==> src/rtl/hdcfg_seq_if.sv <==
// Single-beat register-bus link between the configuration sequencer (master)
// and the bus engine that drives the transmitter over I2C (slave).
interface hdcfg_seq_if;
    logic       req;
    logic       wr;
    logic [7:0] addr;
    logic [7:0] wrdata;
    logic       last;
    logic [7:0] rddata;
    logic       ack;
    logic       err;

    modport master (output req, wr, addr, wrdata, last, input rddata, ack, err);
    modport slave  (input req, wr, addr, wrdata, last, output rddata, ack, err);
endinterface

==> src/rtl/hdcfg_seq.sv <==
// HDMI transmitter configuration sequencer: polls HPD, waits a settle time,
// then writes the {reg,val} table with per-entry retries; re-runs on HPD loss or kick.
module hdcfg_seq #(
    parameter int         NENT     = 32,
    parameter int         POLLDIV  = 100000,
    parameter int         SETTLE   = 20000000,
    parameter int         MAXRETRY = 3,
    parameter logic [7:0] HPDREG   = 8'h42,
    localparam int        IW       = $clog2(NENT)
) (
    input  logic              clk,
    input  logic              rstn,
    input  logic              kick,
    output logic [IW-1:0]     tbl_idx,
    input  logic [15:0]       tbl_dat,
    hdcfg_seq_if.master       bus,
    output logic              active,
    output logic              busy,
    output logic              fail,
    output logic [7:0]        debug
);
    localparam int TMAX = (POLLDIV > SETTLE) ? POLLDIV : SETTLE;
    localparam int TW   = $clog2(TMAX) + 1;
    localparam logic [TW-1:0] POLL_LAST = TW'(POLLDIV - 1);
    localparam logic [TW-1:0] SETL_LAST = TW'(SETTLE - 1);

    typedef enum logic [2:0] {
        S_WAIT   = 3'd0,
        S_SETTLE = 3'd1,
        S_CFG    = 3'd2,
        S_DONE   = 3'd3,
        S_FAIL   = 3'd4
    } state_e;

    state_e        state_q, state_d;
    logic [TW-1:0] tmr_q, tmr_d, tmr_inc;
    logic          req_q, req_d, wr_q, wr_d;
    logic [7:0]    addr_q, addr_d, wrdata_q, wrdata_d;
    logic [IW-1:0] idx_q, idx_d;
    logic [1:0]    retry_q, retry_d;
    logic          active_q, active_d, fail_q, fail_d;
    logic          kick_q, kpend_q, kpend_d;
    logic          hpd_q, hpd_d, errs_q, errs_d;
    logic          ack_v, err_v, done_v, kreq;
    logic          unused_rd;

    // err dominates ack; responses outside a transaction are dropped
    assign ack_v  = req_q & bus.ack & ~bus.err;
    assign err_v  = req_q & bus.err;
    assign done_v = ack_v | err_v;
    assign kreq   = (kick & ~kick_q) | kpend_q;

    always_comb begin
        state_d  = state_q;
        tmr_inc  = (tmr_q == '1) ? tmr_q : tmr_q + TW'(1);
        tmr_d    = tmr_inc;
        req_d    = req_q;
        wr_d     = wr_q;
        addr_d   = addr_q;
        wrdata_d = wrdata_q;
        idx_d    = idx_q;
        retry_d  = retry_q;
        active_d = active_q;
        fail_d   = fail_q;
        kpend_d  = kpend_q;
        hpd_d    = hpd_q;
        errs_d   = errs_q | err_v;
        if (done_v)
            req_d = 1'b0;
        // a kick waits for any in-flight beat, then restarts from SETTLE
        if (kreq && (!req_q || done_v)) begin
            state_d  = S_SETTLE;
            tmr_d    = '0;
            idx_d    = '0;
            retry_d  = '0;
            fail_d   = 1'b0;
            active_d = 1'b0;
            kpend_d  = 1'b0;
        end else begin
            kpend_d = kreq;
            case (state_q)
                S_WAIT, S_DONE: begin
                    if (ack_v) begin
                        hpd_d = bus.rddata[6];
                        if (state_q == S_WAIT && bus.rddata[6]) begin
                            state_d = S_SETTLE;
                            tmr_d   = '0;
                        end else if (state_q == S_DONE && !bus.rddata[6]) begin
                            state_d  = S_WAIT;
                            active_d = 1'b0;
                            tmr_d    = '0;
                        end
                    end else if (!req_q && tmr_q >= POLL_LAST) begin
                        req_d    = 1'b1;
                        wr_d     = 1'b0;
                        addr_d   = HPDREG;
                        wrdata_d = 8'h00;
                        tmr_d    = '0;
                    end
                end
                S_SETTLE: begin
                    if (tmr_q >= SETL_LAST) begin
                        state_d = S_CFG;
                        idx_d   = '0;
                        retry_d = '0;
                    end
                end
                S_CFG: begin
                    if (ack_v) begin
                        retry_d = '0;
                        if (idx_q == IW'(NENT - 1)) begin
                            state_d  = S_DONE;
                            active_d = 1'b1;
                            fail_d   = 1'b0;
                            errs_d   = 1'b0;
                            tmr_d    = '0;
                        end else begin
                            idx_d = idx_q + IW'(1);
                        end
                    end else if (err_v) begin
                        if (retry_q == 2'(MAXRETRY)) begin
                            state_d  = S_FAIL;
                            fail_d   = 1'b1;
                            active_d = 1'b0;
                            tmr_d    = '0;
                        end else begin
                            retry_d = retry_q + 2'd1;
                        end
                    end else if (!req_q) begin
                        if (tbl_dat[15:8] == 8'hFF) begin
                            state_d  = S_DONE;
                            active_d = 1'b1;
                            fail_d   = 1'b0;
                            errs_d   = 1'b0;
                            tmr_d    = '0;
                        end else begin
                            req_d    = 1'b1;
                            wr_d     = 1'b1;
                            addr_d   = tbl_dat[15:8];
                            wrdata_d = tbl_dat[7:0];
                        end
                    end
                end
                S_FAIL: begin
                    // preload the poll timer so WAIT reads HPD right away
                    if (tmr_q >= POLL_LAST) begin
                        state_d = S_WAIT;
                        tmr_d   = POLL_LAST;
                    end
                end
                default: state_d = S_WAIT;
            endcase
        end
    end

    always_ff @(posedge clk) begin
        if (!rstn) begin
            state_q  <= S_WAIT;
            tmr_q    <= '0;
            req_q    <= 1'b0;
            wr_q     <= 1'b0;
            addr_q   <= 8'h00;
            wrdata_q <= 8'h00;
            idx_q    <= '0;
            retry_q  <= '0;
            active_q <= 1'b0;
            fail_q   <= 1'b0;
            kick_q   <= 1'b0;
            kpend_q  <= 1'b0;
            hpd_q    <= 1'b0;
            errs_q   <= 1'b0;
        end else begin
            state_q  <= state_d;
            tmr_q    <= tmr_d;
            req_q    <= req_d;
            wr_q     <= wr_d;
            addr_q   <= addr_d;
            wrdata_q <= wrdata_d;
            idx_q    <= idx_d;
            retry_q  <= retry_d;
            active_q <= active_d;
            fail_q   <= fail_d;
            kick_q   <= kick;
            kpend_q  <= kpend_d;
            hpd_q    <= hpd_d;
            errs_q   <= errs_d;
        end
    end

    assign unused_rd  = ^{bus.rddata[7], bus.rddata[5:0]};
    assign bus.req    = req_q;
    assign bus.wr     = wr_q;
    assign bus.addr   = addr_q;
    assign bus.wrdata = wrdata_q;
    assign bus.last   = req_q;
    assign tbl_idx    = idx_q;
    assign active     = active_q;
    assign fail       = fail_q;
    assign busy       = (state_q == S_SETTLE) || (state_q == S_CFG);
    assign debug      = {3'(state_q), retry_q, hpd_q, errs_q, req_q};
endmodule

==> src/flat_wrapper.sv <==
// flat-port wrapper written by rule: the top's interface ports become plain ports
module hdcfg_seq_flat 
#(
    parameter int         NENT     = 32,
    parameter int         POLLDIV  = 100000,
    parameter int         SETTLE   = 20000000,
    parameter int         MAXRETRY = 3,
    parameter logic [7:0] HPDREG   = 8'h42,
    localparam int        IW       = $clog2(NENT)
)
  (clk, rstn, kick, tbl_idx, tbl_dat, active, busy, fail, debug, bus_req, bus_wr, bus_addr, bus_wrdata, bus_last, bus_rddata, bus_ack, bus_err);
  hdcfg_seq_if bus_i ();
  input  logic clk;
  input  logic rstn;
  input  logic kick;
  output logic [IW-1:0] tbl_idx;
  input  logic [15:0] tbl_dat;
  output logic active;
  output logic busy;
  output logic fail;
  output logic [7:0] debug;
  output wire logic [$bits(bus_i.req)-1:0] bus_req;
  output wire logic [$bits(bus_i.wr)-1:0] bus_wr;
  output wire logic [$bits(bus_i.addr)-1:0] bus_addr;
  output wire logic [$bits(bus_i.wrdata)-1:0] bus_wrdata;
  output wire logic [$bits(bus_i.last)-1:0] bus_last;
  input wire logic [$bits(bus_i.rddata)-1:0] bus_rddata;
  input wire logic [$bits(bus_i.ack)-1:0] bus_ack;
  input wire logic [$bits(bus_i.err)-1:0] bus_err;
  assign bus_req = bus_i.req;
  assign bus_wr = bus_i.wr;
  assign bus_addr = bus_i.addr;
  assign bus_wrdata = bus_i.wrdata;
  assign bus_last = bus_i.last;
  assign bus_i.rddata = bus_rddata;
  assign bus_i.ack = bus_ack;
  assign bus_i.err = bus_err;
  hdcfg_seq #(.NENT(NENT), .POLLDIV(POLLDIV), .SETTLE(SETTLE), .MAXRETRY(MAXRETRY), .HPDREG(HPDREG)) u_core (.clk(clk), .rstn(rstn), .kick(kick), .tbl_idx(tbl_idx), .tbl_dat(tbl_dat), .bus(bus_i), .active(active), .busy(busy), .fail(fail), .debug(debug));
endmodule
==> config.mk <==
export PLATFORM = sky130hd
export DESIGN_NAME = hdcfg_seq_flat
export DESIGN_NICKNAME = d
export VERILOG_FILES = /design/src/rtl/hdcfg_seq_if.sv /design/src/rtl/hdcfg_seq.sv /design/src/flat_wrapper.sv
export SDC_FILE = /design/constraint.sdc
export NUM_CORES = 1
export LEC_CHECK = 0
export ABC_AREA = 1
export CAP_MARGIN = 40
export CORE_MARGIN = 2
export CORE_UTILIZATION = 50
export CTS_CLUSTER_DIAMETER = 50
export DETAILED_ROUTE_END_ITERATION = 8
export DONT_BUFFER_PORTS = 1
export GPL_ROUTABILITY_DRIVEN = 0
export RECOVER_POWER = 25
export SYNTH_ARGS = -nofsm -noshare
export SYNTH_HDL_FRONTEND = slang
export SYNTH_SLANG_ARGS = --single-unit
export TNS_END_PERCENT = 10
==> constraint.sdc <==
create_clock -name clk -period 3.5 [get_ports clk]
set_input_delay 0.7 -clock clk [delete_from_list [all_inputs] [get_ports clk]]
set_output_delay 0.7 -clock clk [all_outputs]
set_load 0.02 [all_outputs]
==> metrics <==
Peak VDD IR=0.000339 V; clock slew at reported path FFs=0.07 ns; Max Cap Viol=0; gr ovfl total=0; Pre-antenna DRT Iters=4; number of global-route vias before repair=3,105; largest net degree at the start of global routing=18; Final Hold Vio Count=0; routed vias/inst=5.33; Initial Util=51.3%; htree depth=3; Slew Limit Fails=0; n_diodes=0; layout cell share with drive strength beyond 1=9.89%; part of the power in registers=45.7%; Post-CTS Resized=0; Switching Share=32.3%; DR vias=3,227; Critical Path Fanout Max=10; total setup buffers inserted after CTS=0; combinational power share=17.2%; post-route ant nets=0; number of synthesized flops with an enable pin=0; Setup Viol. Count Final=0; full die area=7610 µm²; DRC marker count from the first detailed-route iteration=145; Tcrit/Tclk final=68.1%; area leader, netlist=dfxtp_1; Clock Tree Root=clkbuf_8; Setup Skew=0.0109 ns; Main synth FF type=dfxtp_1; FFs w/ async S/R, synth=0%; crit end category=output port; Total GRT Usage=23.4%; Area after DPL=3480 µm²; I/O pin count=64; DR WL/cell=13.8 µm; clk sinks=60; Synth area leaders=dfxtp_1 35%, nand2_1 14%, nor2_1 8.1%; average size of a mapped cell=6.63 µm²; Worst Tran Pin Value=0.798 ns; Crit-path slowest cell=dfxtp_1; Netlist cell types=37; Psw=0.533 mW; nets=555; synthesized area=3460 µm²; total routed wirelength=8.37 mm; total placed cells including tap cells=591; max incr delay on CP=0.55 ns; internal power=1.12 mW; crit start category=flop; Slew headroom=46.7%; Hold WC Path Type=input port to flop; Tmin final=2.38 ns; WP data required=2.80 ns; CTS Hold Bufs=0; total CTS buffers=9; clock buffer depth=2; Seq/Total Area, Yosys=34.7%; setup TNS=0 ns; clk_lat worst skew=0.35 ns; post-route cell area=3670 µm²; f_max=420 MHz; filler-free cell count of the finished design=606; PortBufs=0; row count=30; Layout area overhead=6.07%; die extent in y=87.2 µm; Post-route DRC=0; CTS tree=done; status=complete, no violations; Worst EP arrival=1.68 ns; syn nets=555; Synth Warn #=0; Clk pwr share=37.1%; crit-path cells=nand2_2 > nor2_4 > inv_2 > nand2_1; core area=6760 µm²; Yosys top cell area share=34.7%; first-pass GRT wire length=14.1 mm; worst setup path category=flop to output port; Pwr per Cell Area=450 nW/µm²; leakage=1.46 nW; hpwl dp=6.34 mm; Post-Synthesis Cells=522; Seq cells post-synth=60; Die W=87.2 µm; antenna violations before repair=0; RSZ-0062 raised after global routing=false
==> registers in the layout, indices dropped and copies added, names as in the netlist <==
register,flops
u_core.active,1
u_core.bus.addr,8
u_core.bus.last,1
u_core.bus.wr,1
u_core.bus.wrdata,8
u_core.errs_q,1
u_core.fail,1
u_core.hpd_q,1
u_core.kick_q,1
u_core.kpend_q,1
u_core.retry_q,2
u_core.state_q,3
u_core.tbl_idx,5
u_core.tmr_q,26
==> worst max-delay path, delay by kind of cell (launching register included) <==
kind                   cells  cell delay, ns
buffers and inverters      1            0.13
DFF                        1            0.55
and+or+nand+nor            3            0.64
==> placed cells by master, fill, tap and decap left out, drive strengths merged, types with 2 or more instances in the layout <==
master  netlist  final
a21oi        47     47
and3          5      5
clkbuf        1     10
clkinv        1      4
dfxtp        60     60
ha            4      4
inv          58     58
nand2       138    138
nand3        30     30
nand4        22     22
nor2         82     82
nor3         17     17
o21ai        20     20
o21bai        2      2
or2           3      3
xnor2         2      2
xor2         13     13
==> cell usage after synthesis, types with 9 or more instances <==
cell,number
dfxtp_1,60
a21oi_1,46
nor3_1,15
nand3_1,28
o21ai_0,15
buf_4,9
nand2_2,12
nand4_1,22
nor2_1,75
nand2_1,126
inv_1,52
xor2_1,13
==> final timing paths <==
path              slack (ns)  cells after the start               end         startpoint
hold / removal          0.44                      2     u_core.kick_q               kick
hold reg to reg         0.55                      2      u_core.hpd_q       u_core.hpd_q
setup / recovery        1.12                      4              busy  u_core.state_q[1]
setup reg to reg        1.16                      9  u_core.tmr_q[21]    u_core.bus.last
==> per-layer routing <==
| layer | up-vias | wire length, µm | share of wire [%] | global-route usage, % |
|---|---|---|---|---|
| li1 | 1692 | - | - | - |
| met1 | 1466 | 3920 | 47 | 29.8 |
| met2 | 51 | 3940 | 47 | 38.2 |
| met4 | 0 | 129 | 1.5 | 7.83 |
| met3 | 18 | 375 | 4.5 | 6.35 |
| met5 | - | 0 | 0 | 0 |
==> metrics by stage <==
| step | power (mW) | hold slack (ns) | utilization [%] | worst slack (ns) |
|---|---|---|---|---|
| finish | 1.65 | 0.445 | 54.4 | 1.12 |
| detailed placement | 1.05 | 0.540 | 51.6 | 1.13 |
| CTS | 1.67 | 0.438 | 54.4 | 1.11 |
| global placement | 1.05 | 0.533 | 51.6 | 1.16 |
| floorplan | 1.01 | 0.423 | - | 1.57 |
| global route | 1.74 | 0.446 | 54.4 | 0.952 |
==> cell type report <==
type                            instances  area (µm²)
Sequential cell                        60        1200
Multi-Input combinational cell        391        1950
Timing Repair Buffer                    1        7.51
Clock buffer                           10         138
Inverter                               59         224
Fill cell                             711        3080
Tap cell                               80         100
Clock inverter                          5        52.6
==> power groups by stage <==
stage                     clock, mW  combinational, mW  sequential (mW)
after global placement            0              0.277            0.771
after global routing          0.652              0.324            0.759
final                         0.613              0.283            0.756
after CTS                     0.627              0.283            0.756
after detailed placement          0              0.282            0.772
after floorplan                   0              0.256            0.758
==> cells by family after synthesis <==
kind of cell | count (synthesis) | share of synthesized area, %
fa+ha+maj | 4 | 1.45
flops | 60 | 34.7
compound gates | 72 | 11.5
buf+inv | 71 | 9.00
xor+xnor | 15 | 3.79
simple gates | 300 | 39.6
No activity file was read; power rests on OpenSTA's default activity.
